===== src/rtl/cpu_pkg.sv =====
// cpu_pkg: shared pipeline definitions for the five-stage CPU.
// Holds the bit positions of the decoded control byte carried from ID
// through EX/MEM, plus the register-specifier width. Used by the ID/EX
// stage, the forwarding unit and the EX/MEM stage.
package cpu_pkg;

  localparam int CTRL_W        = 8;
  localparam int REG_W         = 5;

  // Control byte layout: {RegWrite, MemtoReg, MemRead, MemWrite,
  //                       RegDst, ALUSrc, ALUOp[1:0]}
  localparam int CTRL_REGWRITE = 7;
  localparam int CTRL_MEMTOREG = 6;
  localparam int CTRL_MEMREAD  = 5;
  localparam int CTRL_MEMWRITE = 4;
  localparam int CTRL_REGDST   = 3;
  localparam int CTRL_ALUSRC   = 2;
  localparam int CTRL_ALUOP_HI = 1;
  localparam int CTRL_ALUOP_LO = 0;

endpackage


===== src/rtl/load_use_detect.sv =====
// load_use_detect: combinational load-use hazard check.
// Flags when the instruction in EX is a valid load whose destination
// (Rt, non-zero) is a source of the instruction currently in ID.
// Ports:
//   ex_mem_read_i  MemRead bit of the instruction in EX
//   ex_valid_i     EX slot holds a real instruction
//   ex_rt_i        load destination register in EX
//   id_rs_i/id_rt_i source specifiers of the instruction in ID
//   lu_o           hazard detected
module load_use_detect
  import cpu_pkg::*;
(
  input  logic             ex_mem_read_i,
  input  logic             ex_valid_i,
  input  logic [REG_W-1:0] ex_rt_i,
  input  logic [REG_W-1:0] id_rs_i,
  input  logic [REG_W-1:0] id_rt_i,
  output logic             lu_o
);

  // $0 is hardwired to zero, so a load into it never creates a dependency.
  assign lu_o = ex_mem_read_i & ex_valid_i & (ex_rt_i != '0) &
                ((ex_rt_i == id_rs_i) | (ex_rt_i == id_rt_i));

endmodule


===== src/rtl/id_ex_stage.sv =====
// id_ex_stage: ID/EX pipeline register with load-use hazard handling.
// Captures operands, specifiers and control from ID, presents them to EX
// and forwarding, drives the PC / IF-ID write enables, inserts bubbles on
// load-use hazards and branch flushes, freezes on cache-miss stalls, and
// counts bubble and freeze cycles with saturating counters.
// Ports:
//   clk_i, rst_i (async, active-low)
//   mem_stall_i, flush_i                  pipeline freeze / branch kill
//   IF_ID_RegisterRs/Rt, rd_i             specifiers from ID
//   ctrl_i, data1_i, data2_i, imm_i       decoded control and operands
//   ID_EX_RegisterRs/Rt/Rd, ctrl_o,
//   data1_o, data2_o, imm_o, valid_o      registered EX-stage slot
//   pc_write_o, if_id_write_o             combinational upstream enables
//   bubble_cnt_o, freeze_cnt_o            saturating performance counters
module id_ex_stage
  import cpu_pkg::*;
#(
  parameter int DATA_W = 32,
  parameter int CNT_W  = 16
) (
  input  logic              clk_i,
  input  logic              rst_i,
  input  logic              mem_stall_i,
  input  logic              flush_i,
  input  logic [REG_W-1:0]  IF_ID_RegisterRs,
  input  logic [REG_W-1:0]  IF_ID_RegisterRt,
  input  logic [CTRL_W-1:0] ctrl_i,
  input  logic [DATA_W-1:0] data1_i,
  input  logic [DATA_W-1:0] data2_i,
  input  logic [DATA_W-1:0] imm_i,
  input  logic [REG_W-1:0]  rd_i,
  output logic [REG_W-1:0]  ID_EX_RegisterRs,
  output logic [REG_W-1:0]  ID_EX_RegisterRt,
  output logic [REG_W-1:0]  ID_EX_RegisterRd,
  output logic [CTRL_W-1:0] ctrl_o,
  output logic [DATA_W-1:0] data1_o,
  output logic [DATA_W-1:0] data2_o,
  output logic [DATA_W-1:0] imm_o,
  output logic              valid_o,
  output logic              pc_write_o,
  output logic              if_id_write_o,
  output logic [CNT_W-1:0]  bubble_cnt_o,
  output logic [CNT_W-1:0]  freeze_cnt_o
);

  logic [REG_W-1:0]  rs_q, rs_d, rt_q, rt_d, rd_q, rd_d;
  logic [CTRL_W-1:0] ctrl_q, ctrl_d;
  logic [DATA_W-1:0] data1_q, data1_d, data2_q, data2_d, imm_q, imm_d;
  logic              valid_q, valid_d;
  logic [CNT_W-1:0]  bubble_cnt_q, bubble_cnt_d;
  logic [CNT_W-1:0]  freeze_cnt_q, freeze_cnt_d;
  logic              lu;

  load_use_detect u_lu (
    .ex_mem_read_i (ctrl_q[CTRL_MEMREAD]),
    .ex_valid_i    (valid_q),
    .ex_rt_i       (rt_q),
    .id_rs_i       (IF_ID_RegisterRs),
    .id_rt_i       (IF_ID_RegisterRt),
    .lu_o          (lu)
  );

  always_comb begin
    rs_d         = rs_q;
    rt_d         = rt_q;
    rd_d         = rd_q;
    ctrl_d       = ctrl_q;
    data1_d      = data1_q;
    data2_d      = data2_q;
    imm_d        = imm_q;
    valid_d      = valid_q;
    bubble_cnt_d = bubble_cnt_q;
    freeze_cnt_d = freeze_cnt_q;
    if (mem_stall_i) begin
      if (freeze_cnt_q != '1) freeze_cnt_d = freeze_cnt_q + 1'b1;
    end else begin
      rs_d    = IF_ID_RegisterRs;
      rt_d    = IF_ID_RegisterRt;
      rd_d    = rd_i;
      data1_d = data1_i;
      data2_d = data2_i;
      imm_d   = imm_i;
      if (flush_i || lu) begin
        // Zero control guarantees no RegWrite/MemWrite, so forwarding
        // and memory never act on the killed slot.
        ctrl_d  = '0;
        valid_d = 1'b0;
        // A flush supersedes the hazard: the consumer is being discarded.
        if (!flush_i && bubble_cnt_q != '1) bubble_cnt_d = bubble_cnt_q + 1'b1;
      end else begin
        ctrl_d  = ctrl_i;
        valid_d = 1'b1;
      end
    end
  end

  always_ff @(posedge clk_i or negedge rst_i) begin
    if (!rst_i) begin
      rs_q         <= '0;
      rt_q         <= '0;
      rd_q         <= '0;
      ctrl_q       <= '0;
      data1_q      <= '0;
      data2_q      <= '0;
      imm_q        <= '0;
      valid_q      <= 1'b0;
      bubble_cnt_q <= '0;
      freeze_cnt_q <= '0;
    end else begin
      rs_q         <= rs_d;
      rt_q         <= rt_d;
      rd_q         <= rd_d;
      ctrl_q       <= ctrl_d;
      data1_q      <= data1_d;
      data2_q      <= data2_d;
      imm_q        <= imm_d;
      valid_q      <= valid_d;
      bubble_cnt_q <= bubble_cnt_d;
      freeze_cnt_q <= freeze_cnt_d;
    end
  end

  // Enables read 1 during reset regardless of a stall request, so fetch
  // is ready to go on the first post-reset edge.
  assign pc_write_o    = !rst_i | (!mem_stall_i & (flush_i | !lu));
  assign if_id_write_o = pc_write_o;

  assign ID_EX_RegisterRs = rs_q;
  assign ID_EX_RegisterRt = rt_q;
  assign ID_EX_RegisterRd = rd_q;
  assign ctrl_o           = ctrl_q;
  assign data1_o          = data1_q;
  assign data2_o          = data2_q;
  assign imm_o            = imm_q;
  assign valid_o          = valid_q;
  assign bubble_cnt_o     = bubble_cnt_q;
  assign freeze_cnt_o     = freeze_cnt_q;

endmodule


===== config.mk =====
export PLATFORM = sky130hd
export DESIGN_NAME = id_ex_stage
export DESIGN_NICKNAME = d
export VERILOG_FILES = /design/src/rtl/cpu_pkg.sv /design/src/rtl/load_use_detect.sv /design/src/rtl/id_ex_stage.sv
export SDC_FILE = /design/constraint.sdc
export NUM_CORES = 1
export LEC_CHECK = 0
export CELL_PAD_IN_SITES_DETAIL_PLACEMENT = 0
export CELL_PAD_IN_SITES_GLOBAL_PLACEMENT = 2
export CORE_MARGIN = 5
export CORE_UTILIZATION = 29
export DETAILED_ROUTE_END_ITERATION = 8
export GPL_ROUTABILITY_DRIVEN = 0
export MAX_ROUTING_LAYER = met4
export PLACE_DENSITY = 0.95
export SLEW_MARGIN = 30
export SYNTH_ARGS = -nofsm -noshare
export SYNTH_HDL_FRONTEND = slang
export SYNTH_HIERARCHICAL = 1
export SYNTH_SLANG_ARGS = --single-unit

===== constraint.sdc =====
create_clock -name clk_i -period 3 [get_ports clk_i]
set_input_delay 0.6 -clock clk_i [delete_from_list [all_inputs] [get_ports clk_i]]
set_output_delay 0.6 -clock clk_i [all_outputs]
set_load 0.05 [all_outputs]

### Word level (Yosys, flattened, before mapping)

Cells that the tools add are included.

| storage, ports and cells | value |
|---|---|
| bits in registers | 152 |
| bits of input ports | 123 |
| logic and storage cells | 35 |

| cells by class | value |
|---|---|
| add/sub/neg operators | 2 |
| eq/ne operators | 4 |
| multiplexer cells | 2 |
| bitwise operators | 8 |
| reductions and logical operators | 9 |

Operators with widths:

| kind | count |
|---|---|
| $add 16x1->16 const B | 2 |
| $ne 16x16->1 const B | 2 |
| $eq 5x5->1 | 2 |
| $mux 8 | 1 |
| $reduce_bool 5->1 | 1 |
| $and 1x1->1 | 4 |
| $logic_not 1->1 | 4 |
| $or 1x1->1 | 3 |
| $reduce_and 3->1 | 1 |
| $reduce_and 2->1 | 1 |
| $logic_and 1x1->1 | 1 |
| $logic_or 1x1->1 | 1 |
| $mux 1 | 1 |
| $not 1->1 | 1 |

### Depth between registers and ports, before layout

Gate-level depths: netlist (run 1).

| depth | value |
|---|---|
| depth after elaboration | 7 |
| mapped depth | 8 |

### Cells and area by module

The synthesis (run 1) kept the hierarchy.

Modules (own cells, without submodules):

| module | times used | cells an instance | area each (sq um) | sequential area each (sq um) |
|---|---|---|---|---|
| id_ex_stage | 1 | 398 | 5980.7 | 3803.6 |
| load_use_detect | 1 | 17 | 132.6 | 0.0 |

### Least setup slack after synthesis (run 1)

OpenSTA, ideal clock, no wires.

| path | value |
|---|---|
| path kind | register to output |
| from | register rt_q[3], in the netlist ID_EX_RegisterRt[3] |
| to | output port pc_write_o |
| arrival | 3.063 ns |
| data required time | 2.400 ns |
| path slack | -0.663 ns |
| stages on the path, launching flop included | 7 |
| path buffers | 1 |
| path through | dfrtp_1 > or4_1 > o211ai_2 > a21oi_1 > nor2b_1 > o21ai_0 > buf_4 |

| on the way | value |
|---|---|
| cells in the longest elaborated chain, start to end | 7 |

RTL lines:

| element | RTL line | text |
|---|---|---|
| start: declaration | id_ex_stage.sv:46 | `logic [REG_W-1:0] rs_q, rs_d, rt_q, rt_d, rd_q, rd_d;` |
| start signal: assignment | id_ex_stage.sv:111 | `rt_q <= rt_d;` |
| $eq 5x5->1 or $reduce_bool 5->1 (tied branches) | load_use_detect.sv:23, load_use_detect.sv:22 |  |
| $or 1x1->1 or $and 1x1->1 (tied branches) | load_use_detect.sv:23, load_use_detect.sv:22 |  |
| $and 1x1->1 (*) | load_use_detect.sv:22 | `assign lu_o = ex_mem_read_i & ex_valid_i & (ex_rt_i != '0) &` |
| net lu | id_ex_stage.sv:52 | `logic lu;` |
| $logic_not 1->1 (*) | id_ex_stage.sv:125 | `assign pc_write_o = !rst_i \| (!mem_stall_i & (flush_i \| !lu));` |
| $or 1x1->1 (*) | id_ex_stage.sv:125 |  |
| $and 1x1->1 (*) | id_ex_stage.sv:125 |  |
| $or 1x1->1 (*) | id_ex_stage.sv:125 |  |
| end: declaration | id_ex_stage.sv:40 | `output logic pc_write_o,` |

The timed path passes the listed nets; every way through them passes the cells marked *.

### Worst setup path after layout (run 1)

| path | value |
|---|---|
| from | input port IF_ID_RegisterRs[2] |
| to | output port pc_write_o |

| on the way | value |
|---|---|
| cells in the longest elaborated chain, start to end | 7 |

RTL lines:

| element | RTL line | text |
|---|---|---|
| start: declaration | id_ex_stage.sv:25 | `input logic [REG_W-1:0] IF_ID_RegisterRs,` |
| $eq 5x5->1 | load_use_detect.sv:23 | `((ex_rt_i == id_rs_i) \| (ex_rt_i == id_rt_i));` |
| $or 1x1->1 | load_use_detect.sv:23 |  |
| $and 1x1->1 | load_use_detect.sv:22 |  |
| net lu | id_ex_stage.sv:52 |  |
| $logic_not 1->1 | id_ex_stage.sv:125 |  |
| $or 1x1->1 | id_ex_stage.sv:125 |  |
| $and 1x1->1 | id_ex_stage.sv:125 |  |
| $or 1x1->1 | id_ex_stage.sv:125 |  |

The timed path passes the listed nets, and every way through them passes these cells.

==> impl_metrics.ini, run 1 <==
[layout]
nets = 828
drive_gt1_frac = 0.2402
stdcell_area_mm2 = 0.009858
final_common_cell = clkdlybuf4s50_1
mostFrequentLayoutCells = 272 x clkdlybuf4s50_1, 152 x dfrtp_1, 113 x mux2_2, 24 x xor2_1
synthToLayoutAreaGrowth_pct = 61.26
n_antenna_cell = 0
final_util = 0.4719

[floorplanning]
rows = 53
die_y_um = 155.2
ios = 277
die_w_um = 155.2
die_area_mm2 = 0.02408
start_util = 0.2927
coreArea_mm2 = 0.02089

[run_status]
status = finished, final reports clean

[clock_network]
cts.htree.levels = 4
cts.sinks = 152
cts_tree = built
numCtsBuffers = 17
cts_hold_buf = 0
clk_path_buf_depth = 2
clk_pin_slew_ps = 70
clock_latency_ps = 410
root_buffer = clkbuf_16

[placement]
place_hpwl_mm = 13.09
io_buffers = 276
place_area_mm2 = 0.009249
pre_cts_ws_ps = -10.93

[timing]
finalCritPeriodShare = 0.9464
layout_setup_ws_ps = 160.8
hold_slack_ps = 333.2
grt_setup_unrepaired = no
max_freq_ghz = 0.3522
fin_skew_ps = 8.577
setup_viol = 0
final-hold-violation-count = 0
period_minus_slack_ps = 2839
slew_headroom = 0.4575
worstMarginPinSlew_ps = 813.8
maxSlewViolCount = 0

[logic_synthesis]
synth_top_cell_area_share = 0.6222
synth_area_per_cell_um2 = 14.73
yosysWarnings = 6
ys_seq_elements = 152
ys_seq_area_frac = 0.6222
synth_cell_types = 36
yosysTopAreaCell = dfrtp_1
ys_top_cells_by_area = dfrtp_1 62%, mux2_2 21%, xor2_1 3.4%
synthesis.nets = 540
syn_area_mm2 = 0.006113
synthCells = 415

[route]
wl_per_cell_um = 17.52
firstDrtPassIters = 4
num_vias = 4474
antenna_left = 0
wl_mm = 17.36
route.detailed.drc = 0
drt-initial-drc-count = 188
vias_per_cell = 4.515

[worst_setup_path]
critPathLaunch = IF_ID_RegisterRs[2]
slowest_delay_ps = 440
startpoint_type = primary input
reg2reg_depth = 10
worst_path_most_repeated_cell = buf_4
reg2reg_setup_slack_ps = 670
cp_cell_sequence = clkdlybuf4s50_1 > xor2_1 > nor3_2 > nand3_1 > a21oi_1 > buf_4 > nor2b_1 > o21ai_2 > buf_4
slowest_stage = clkdlybuf4s50_1
critical_path_class = in2out
critPathArrivalTime_ps = 2240
crit_fanout = 2
worstPathRequired_ps = 2400
r2r_end = bubble_cnt_o[6]
end_kind = output port
r2r_start = ID_EX_RegisterRt[2]

[global_route]
grt_max_degree = 153
grt_pass1_vias = 4965
antenna_found_initial = 0
grt_overflow = 0
grt_pass1_wl_mm = 27.05
track_usage = 0.1462

[power]
powerDensity_mw_per_mm2 = 647.0
power.total_mw = 6.378
p_leak_nw = 4.094
ir_worst_vdd_v = 0.0003537

[min_path]
hold_path.class = in2async

[run]
maxCapViolCount = 0
## how the worst max path moves through the flow
stage	endpoint
floorplan	pc_write_o
global placement	pc_write_o
detailed placement	bubble_cnt_o[6]
CTS	pc_write_o
global route	pc_write_o
finish	pc_write_o
## final cells by class
cell class / count / area, um^2
fill: 1877 / 11030
sequential: 152 / 3804
timing repair buffer: 288 / 2872
multi-input combinational: 244 / 2235
clock buffer: 17 / 425.4
tap: 275 / 344.1
clock inverter: 15 / 178.9
## per-stage QoR
step / std cells / TNS [ps]
after floorplan: 415 / 0
final: 991 / 0
after global routing: 991 / 0
after CTS: 991 / 0
after global placement: 959 / 0
after detailed placement: 959 / -10.93
## cells in the mapped netlist
library cell / n
nand3_1: 11
nor3_2: 1
nor4_4: 1
buf_2: 12
or2_2: 2
nor4_1: 5
buf_4: 1
nor2b_1: 1
nand4_1: 17
nor3_1: 8
ha_1: 2
buf_1: 1
or4_1: 1
a211oi_1: 1
a21o_1: 1
clkbuf_1: 5
nor3b_1: 1
mux2_2: 113
dfrtp_1: 152
xnor2_1: 14
o21a_1: 1
nand3_2: 1
o211ai_2: 1
a31oi_1: 1
or4_4: 1
and3_1: 5
nand2_1: 9
nor2_1: 5
a21oi_1: 1
and4_1: 3
nor4b_1: 2
a41oi_1: 1
nor4_2: 1
a22o_1: 8
xor2_1: 24
o21ai_0: 1
## critical path: cells and delay by family
| kind | cells | cell delay [ps] |
|---|---|---|
| AO/OA/AOI/OAI | 2 | 230 |
| XOR/XNOR | 1 | 170 |
| buffers and inverters | 3 | 780 |
| AND/OR/NAND/NOR | 3 | 460 |
## per-layer routing
metal | routed length (um) | GRT usage
met1 | 7024 | 0.1703
met2 | 8780 | 0.2427
met3 | 1171 | 0.04284
met4 | 382 | 0.05002
met5 | 0 | -
## cell families after synthesis
| kind of cell | after synthesis | synth area share |
|---|---|---|
| flip-flops | 152 | 0.6222 |
| AO/OA/AOI/OAI | 16 | 0.02129 |
| multiplexers | 113 | 0.2081 |
| XOR/XNOR | 38 | 0.05444 |
| buffers and inverters | 19 | 0.01474 |
| adder cells (fa/ha/maj) | 2 | 0.004093 |
| AND/OR/NAND/NOR | 75 | 0.07511 |
## where the power goes
group | internal [mW] | switching [mW]
sequential | 2.26 | 0.174
combinational | 0.691 | 1.06
clock | 1.26 | 0.928
## flip-flops by register name, indices dropped and copies added (netlist names), 8 cells and up
| signal | count |
|---|---|
| data1_o | 32 |
| freeze_cnt_o | 16 |
| bubble_cnt_o | 16 |
| imm_o | 32 |
| ctrl_o | 8 |
| data2_o | 32 |
## what timing repair did
action                                  CTS  global route
setup buffers                             0             0
endpoints found under the setup margin    0             2
resized for setup                         0             1
Note: power is estimated with default switching activity, not from simulation.
==> run 2, diff against run 1 <==
--- a/config.mk
+++ b/config.mk
@@ -9,10 +9,12 @@
 export CELL_PAD_IN_SITES_GLOBAL_PLACEMENT = 2
 export CORE_MARGIN = 5
 export CORE_UTILIZATION = 29
+export CTS_CLUSTER_DIAMETER = 50
 export DETAILED_ROUTE_END_ITERATION = 8
 export GPL_ROUTABILITY_DRIVEN = 0
 export MAX_ROUTING_LAYER = met4
-export PLACE_DENSITY = 0.95
+export PLACE_DENSITY = 0.92
+export REMOVE_ABC_BUFFERS = 1
 export SLEW_MARGIN = 30
 export SYNTH_ARGS = -nofsm -noshare
 export SYNTH_HDL_FRONTEND = slang
==> run 2 against run 1 <==
Net effect:
- clock skew shrank 3.4 ps
- routed wire length down 0.71%
- combinational power about the same
- sequential share of layout area barely moved
- hold slack worse by 89 ps
- cell count down 0.20%
- non-clock buffer count fell by 2
- sequential cell count unchanged
- clock power about the same
- clock-buffer cell count up 1
- highest routed layer unchanged
- fmax is 1.2% lower
- critical path depth down 3
==> impl_metrics.ini, run 2 (same netlist as run 1, synthesis figures left out) <==
[run_status]
status = finished, final reports clean

[layout]
final_common_cell = clkdlybuf4s50_1
synthToLayoutAreaGrowth_pct = 61.44
nets = 826
drive_gt1_frac = 0.2381
n_antenna_cell = 0
mostFrequentLayoutCells = 272 x clkdlybuf4s50_1, 152 x dfrtp_1, 113 x mux2_2, 24 x xor2_1

[clock_network]
root_buffer = clkbuf_16
clock_latency_ps = 410
numCtsBuffers = 17
cts.htree.levels = 4
postCtsSetupBuffers = 0
clk_path_buf_depth = 2
cts_hold_buf = 0
cts.sinks = 152
cts_tree = built
clk_pin_slew_ps = 70

[global_route]
antenna_found_initial = 0
grt_max_degree = 93
grt_pass1_vias = 4947
grt_overflow = 0
track_usage = 0.1431
grt_pass1_wl_mm = 26.50

[floorplanning]
rows = 53
die_area_mm2 = 0.02408
coreArea_mm2 = 0.02089
die_y_um = 155.2
die_w_um = 155.2
ios = 277
start_util = 0.2927

[worst_setup_path]
worstPathRequired_ps = 2400
reg2reg_setup_slack_ps = 670
end_kind = output port
r2r_end = bubble_cnt_o[14]
r2r_start = ID_EX_RegisterRt[2]
slowest_stage = or4_1
crit_buf_inv = 1
critPathArrivalTime_ps = 2270
crit_family = simple AND/OR/NAND/NOR gates
startpoint_type = flop
reg2reg_depth = 10
cp_cell_sequence = or4_1 > o211ai_2 > a21oi_1 > nor2b_2 > o21ai_2 > buf_6
crit_fanout = 5
slowest_delay_ps = 580
critical_path_class = reg2out

[power]
p_leak_nw = 4.092
power.total_mw = 6.379
powerDensity_mw_per_mm2 = 646.3
ir_worst_vdd_v = 0.0003747

[timing]
maxSlewViolCount = 0
period_minus_slack_ps = 2874
fin_skew_ps = 5.215
final-hold-violation-count = 0
worstMarginPinSlew_ps = 772.9
max_freq_ghz = 0.3480
finalCritPeriodShare = 0.9579
setup_viol = 0
layout_setup_ws_ps = 126.2
slew_headroom = 0.4847

[route]
drt-initial-drc-count = 120
route.detailed.drc = 0
firstDrtPassIters = 4
antenna_left = 0
vias_per_cell = 4.533
wl_mm = 17.24
num_vias = 4483
wl_per_cell_um = 17.43

[placement]
place_hpwl_mm = 12.97
pre_cts_ws_ps = 56.03
io_buffers = 276

[run]
maxCapViolCount = 0

[min_path]
hold_path.class = in2async
-- run 2: what timing repair did --
item / CTS / global route
resized for setup: 1 / 4
setup endpoints to repair: 2 / 2
pin swaps: 0 / 0
-- run 2: metal layers --
layer / wire length, um / share of wire / up-vias / track usage
li1: - / - / 2063 / -
met4: 204 / 0.012 / 0 / 0.03543
met1: 7035 / 0.41 / 2231 / 0.1665
met5: 0 / 0 / - / -
met2: 8657 / 0.50 / 174 / 0.2408
met3: 1339 / 0.078 / 15 / 0.04729
-- run 2: worst max path at each step --
| stage | start | endpoint | slack, ps | depth (start not counted) |
|---|---|---|---|---|
| after floorplan | ID_EX_RegisterRt[3] | if_id_write_o | -1250 | 5 |
| after global placement | IF_ID_RegisterRs[0] | if_id_write_o | 40 | 9 |
| after detailed placement | IF_ID_RegisterRs[0] | if_id_write_o | 60 | 9 |
| after CTS | ID_EX_RegisterRt[4] | if_id_write_o | 80 | 6 |
| after global routing | IF_ID_RegisterRs[0] | pc_write_o | -5 | 9 |
| final | ID_EX_RegisterRt[4] | pc_write_o | 130 | 6 |
-- run 2: stage by stage --
| stage | utilization | area [um^2] | hold slack, ps | std cells | TNS (ps) |
|---|---|---|---|---|---|
| 2_1_floorplan | - | 6023 | 304.4 | 396 | -2498 |
| 4_1_cts | 0.4718 | 9856 | 276.8 | 989 | 0 |
| 5_1_grt | 0.4725 | 9869 | 279.2 | 989 | -10.32 |
| 3_3_place_gp | 0.4431 | 9255 | 484.6 | 957 | 0 |
| 3_5_place_dp | 0.4431 | 9255 | 492.2 | 957 | 0 |
| 6_report | 0.4725 | 9869 | 243.8 | 989 | 0 |
-- run 2: final cells by class --
cell class | instances | area, um^2
fill | 1880 | 11020
sequential | 152 | 3804
timing repair buffer | 286 | 2889
multi-input combinational | 244 | 2232
clock buffer | 18 | 439.2
tap | 275 | 344.1
clock inverter | 14 | 161.4
-- run 2: worst register-to-register path, cell delays in order (launching register included) --
cell and delay [ps]:
dfrtp_1 400, buf_4 170, xor2_1 170, nor3_1 230
nand3_1 110, a21oi_1 190, buf_4 150, nand2_1 80
buf_12 160, nor4b_1 400, xor2_1 190
-- run 2: power breakdown --
part | internal [mW] | total (mW) | leakage (nW) | switching, mW
combinational | 0.697 | 1.77 | 1.95 | 1.07
sequential | 2.26 | 2.43 | 1.85 | 0.168
clock | 1.27 | 2.19 | 0.291 | 0.915
total | 4.23 | 6.38 | 4.09 | 2.15
==> run 3, diff against run 2 <==
--- a/config.mk
+++ b/config.mk
@@ -5,6 +5,7 @@
 export SDC_FILE = /design/constraint.sdc
 export NUM_CORES = 1
 export LEC_CHECK = 0
+export ABC_CLOCK_PERIOD_IN_PS = 3000
 export CELL_PAD_IN_SITES_DETAIL_PLACEMENT = 0
 export CELL_PAD_IN_SITES_GLOBAL_PLACEMENT = 2
 export CORE_MARGIN = 5
==> results of run 3 <==
Final layout, timing and power as in run 2 (identical DEF).
